## src/rtl/multiplicador_reg.sv

```systemverilog
// Two-stage pipelined signed multiplier: registered operands, then registered
// full-precision product (Q1+Q2 bits, exact).
module multiplicador_reg #(
    parameter int Q1 = 14,
    parameter int Q2 = 16
) (
    input  logic                 clk,
    input  logic                 reset_n,
    input  logic signed [Q1-1:0] x1,
    input  logic signed [Q2-1:0] x2,
    output logic signed [Q1+Q2-1:0] y
);
    localparam int QW = Q1 + Q2;

    logic signed [Q1-1:0] r_x1;
    logic signed [Q2-1:0] r_x2;
    logic signed [QW-1:0] r_y;
    logic signed [QW-1:0] w_x1_ext;
    logic signed [QW-1:0] w_x2_ext;
    logic signed [QW-1:0] w_prod;

    // Widening both operands to the product width keeps the multiply exact;
    // the most negative corner product still fits in QW signed bits.
    assign w_x1_ext = {{Q2{r_x1[Q1-1]}}, r_x1};
    assign w_x2_ext = {{Q1{r_x2[Q2-1]}}, r_x2};
    assign w_prod   = w_x1_ext * w_x2_ext;

    always_ff @(posedge clk) begin
        if (!reset_n) begin
            r_x1 <= '0;
            r_x2 <= '0;
            r_y  <= '0;
        end else begin
            r_x1 <= x1;
            r_x2 <= x2;
            r_y  <= w_prod;
        end
    end

    assign y = r_y;
endmodule

```

## config.mk

```make
export PLATFORM = sky130hd
export DESIGN_NAME = multiplicador_reg
export DESIGN_NICKNAME = d
export VERILOG_FILES = /design/src/rtl/multiplicador_reg.sv
export SDC_FILE = /design/constraint.sdc
export NUM_CORES = 1
export LEC_CHECK = 0
export ABC_AREA = 1
export CAP_MARGIN = 20
export CORE_MARGIN = 8
export CORE_UTILIZATION = 60
export DETAILED_ROUTE_END_ITERATION = 12
export PLACE_DENSITY_LB_ADDON = 0.1
export SYNTH_ARGS = -nofsm -noshare
export SYNTH_HDL_FRONTEND = slang
export SYNTH_SLANG_ARGS = --single-unit
```

## constraint.sdc

```tcl
create_clock -name clk -period 6.3 [get_ports clk]
set_clock_uncertainty 0.05 [all_clocks]
set_input_delay 1.26 -clock clk [delete_from_list [all_inputs] [get_ports clk]]
set_output_delay 1.26 -clock clk [all_outputs]
set_load 0.05 [all_outputs]
```

==> results.json <==
{
  "status": "finished clean",
  "clkLatencyLatePin_ns": 0.35,
  "grt_util_met3_pct": 3.11,
  "cts-root-buf": "clkbuf_16",
  "numCtsBuffers": 9,
  "synth_cells": 1441,
  "drcViolationCount": 0,
  "path_max_fanout": 16,
  "synthDistinctLibCells": 29,
  "start_kind": "flip-flop",
  "leakage_nw": 7.39,
  "initial_core_util_pct": 60.9,
  "tns_ns": 0,
  "cts_setup_buffers": 0,
  "ir_worst_vdd_mv": 0.176,
  "worstPathRequired_ns": 6.50,
  "cp_common_cell": "fa_1",
  "mostFrequentLayoutCell": "inv_1",
  "timing.fmax_mhz": 170,
  "ios": 62,
  "synth_top_cells_by_area": "fa_1, inv_1, nand2_1, dfxtp_1, ha_1",
  "cp.arrival_ns": 6.09,
  "grt_max_degree": 57,
  "grt_use_met2_pct": 46.1,
  "wl_um": 26500,
  "regArea_um2": 1200,
  "num_rows": 49,
  "stdcell_area_um2": 12100,
  "critPathCaptureType": "flip-flop",
  "diodes": 0,
  "yosysSeqAreaShare_pct": 11.0,
  "antenna_found_initial": 0,
  "vias": 8625,
  "core-area_um2": 17900,
  "die_w_um": 151,
  "p_switching_mw": 1.49,
  "post_drt_wl_per_cell_um": 15.4,
  "report.final.slew_viol_count": 0,
  "yosys.area.top_type": "fa_1",
  "p_seq_share_pct": 17.4,
  "rsz0062_at_grt": "no",
  "die_h_um": 151,
  "syn_nets": 1763,
  "avgSynthCellArea_um2": 7.57,
  "relSlewSlack_pct": 51.6,
  "portBuffers": 61,
  "powerDensity_nw_per_um2": 240,
  "grt_pass1_wl_um": 44700,
  "maxCapViolCount": 0,
  "grt_util_all_layers_pct": 25.4,
  "hpwl_um": 22100,
  "clock_power_share_pct": 16.4,
  "place_inst": 1705,
  "synth_top_area_share_pct": 40.2,
  "nFillCells": 1564,
  "die-area_um2": 22700,
  "path_class": "flip-flop to flip-flop",
  "final_cell_mix": "inv_1, nand2_1, fa_1",
  "clk_pin_slew_ns": 0.06,
  "drive_gt1_share_pct": 5.16,
  "pwr-share-comb_pct": 66.2,
  "gr-total-overflow": 0,
  "crit_chain": "nand2_1, inv_1, fa_1, inv_1, fa_1, fa_1, inv_1, fa_1, inv_1, fa_1, fa_1, inv_1, ha_1, nand2_1, nor2_1, nand2_1, nor3_2, nand2_1, nand3_1, and2_1, nor2_1",
  "worst_slew_pin_slew_ns": 0.725,
  "via_per_inst": 5.01,
  "yosysWarnings": 0,
  "clock-sinks": 60,
  "swShare_pct": 51.5,
  "grt_busiest_layer": "met2",
  "worst_path_max_delay_cell": "dfxtp_1",
  "placement.cell_area_um2": 11800,
  "clockBufferDepth": 2,
  "htreeDepth": 3,
  "intPower_mw": 1.41,
  "layout-area-overhead-vs-synth_pct": 10.6,
  "globalplace.congestion": 0.883,
  "min_period_over_period_pct": 93.4,
  "first_global_vias": 9201,
  "use_met1_pct": 30.1,
  "nets": 1810,
  "cts_tree": "done",
  "antenna_left": 0,
  "finalHoldViolCount": 0,
  "dr.pass1.iters": 5,
  "min_period_ns": 5.88,
  "drt-initial-drc-count": 517,
  "ys_ff_latch": 60,
  "finalNonFillerCells": 1721,
  "setup_viol": 0,
  "cp_slowest_stage_delay_ns": 0.78,
  "syn_area_um2": 10900,
  "multiInputGateArea_um2": 7850,
  "hold_class": "flip-flop to flip-flop"
}
## synthesized netlist by cell type
| cell | n |
|---|---|
| nand2_2 | 8 |
| nor2_2 | 5 |
| o21ai_1 | 2 |
| inv_1 | 439 |
| nor3_2 | 4 |
| nor2_4 | 3 |
| nor3_1 | 2 |
| a21oi_1 | 34 |
| o21ai_0 | 17 |
| xnor2_1 | 3 |
| nor2_1 | 68 |
| nand2_1 | 391 |
| a21oi_2 | 2 |
| ha_1 | 71 |
| nand3b_1 | 2 |
| clkbuf_8 | 1 |
| o21bai_1 | 5 |
| o21a_1 | 3 |
| buf_1 | 1 |
| inv_2 | 5 |
| and2_1 | 3 |
| xor2_1 | 3 |
| nand4_1 | 8 |
| fa_1 | 219 |
| or2_2 | 4 |
| nand3_1 | 26 |
| dfxtp_1 | 60 |
| clkbuf_1 | 47 |
| nand3_2 | 5 |
## worst max-delay path: cells and delay by family (launching register included)
kind	cells	cell delay [ns]
buffers and inverters	5	0.52
flip-flops	1	0.78
adder cells (fa/ha/maj)	7	3.37
AND/OR/NAND/NOR	9	1.05
## through the flow
| stage | worst slack [ns] | total power, mW | utilization [%] | hold WS, ns |
|---|---|---|---|---|
| finish | 0.415 | 2.90 | 67.4 | 0.720 |
| global route | 0.140 | 3.19 | 67.4 | 0.743 |
| CTS | 0.250 | 2.94 | 67.3 | 0.719 |
| detailed placement | 0.278 | 2.45 | 65.8 | 0.711 |
| global placement | 0.386 | 2.41 | 65.8 | 0.715 |
| floorplan | 0.822 | 1.89 | - | 0.402 |
## sequential cells by signal, summed over array words and instances (netlist names)
signal  cells
y          30
r_x2       16
r_x1       14
## metal layers
metal,vias up,part of all wire [%]
met5,-,0
met4,0,3.2
met3,62,4.5
met2,239,52
met1,4191,40
li1,4133,-
## cell families after synthesis
| kind of cell | share of synthesized area [%] |
|---|---|
| flip-flops | 11.0 |
| XOR/XNOR | 0.482 |
| adder cells (fa/ha/maj) | 48.3 |
| AO/OA/AOI/OAI | 3.14 |
| buffers and inverters | 17.1 |
| AND/OR/NAND/NOR | 20.0 |
## cell type report
class                      count  area share (%)
clock inverter                 6           0.353
sequential                    60            9.96
inverter                     444            13.8
tap                          229            2.37
timing repair buffer          85            6.62
clock buffer                   9            1.87
multi-input combinational    888            65.0
## final timing paths
kind	start	to	slack, ns	cells after the start
worst max register to register	r_x1[10]$_SDFF_PN0_	y[28]$_SDFF_PN0_	0.42	21
worst min-delay path	r_x1[0]$_SDFF_PN0_	y[0]$_SDFF_PN0_	0.72	3
worst max-delay path	r_x1[10]$_SDFF_PN0_	y[28]$_SDFF_PN0_	0.42	21
worst min register to register	r_x1[0]$_SDFF_PN0_	y[0]$_SDFF_PN0_	0.72	3
## power by group through the flow
stage          combinational (mW)  clock, mW  sequential, mW
6_report                     1.92      0.475           0.504
5_1_grt                      2.18      0.499           0.512
4_1_cts                      1.95      0.487           0.505
3_5_place_dp                 1.94          0           0.512
3_3_place_gp                 1.90          0           0.511
2_1_floorplan                1.21          0           0.685
## timing repair
item,4_1_cts,5_1_grt
endpoints found under the setup margin,0,6
hold buffers,0,0
resized for setup,0,1
Power figures use the tool's default switching activity.
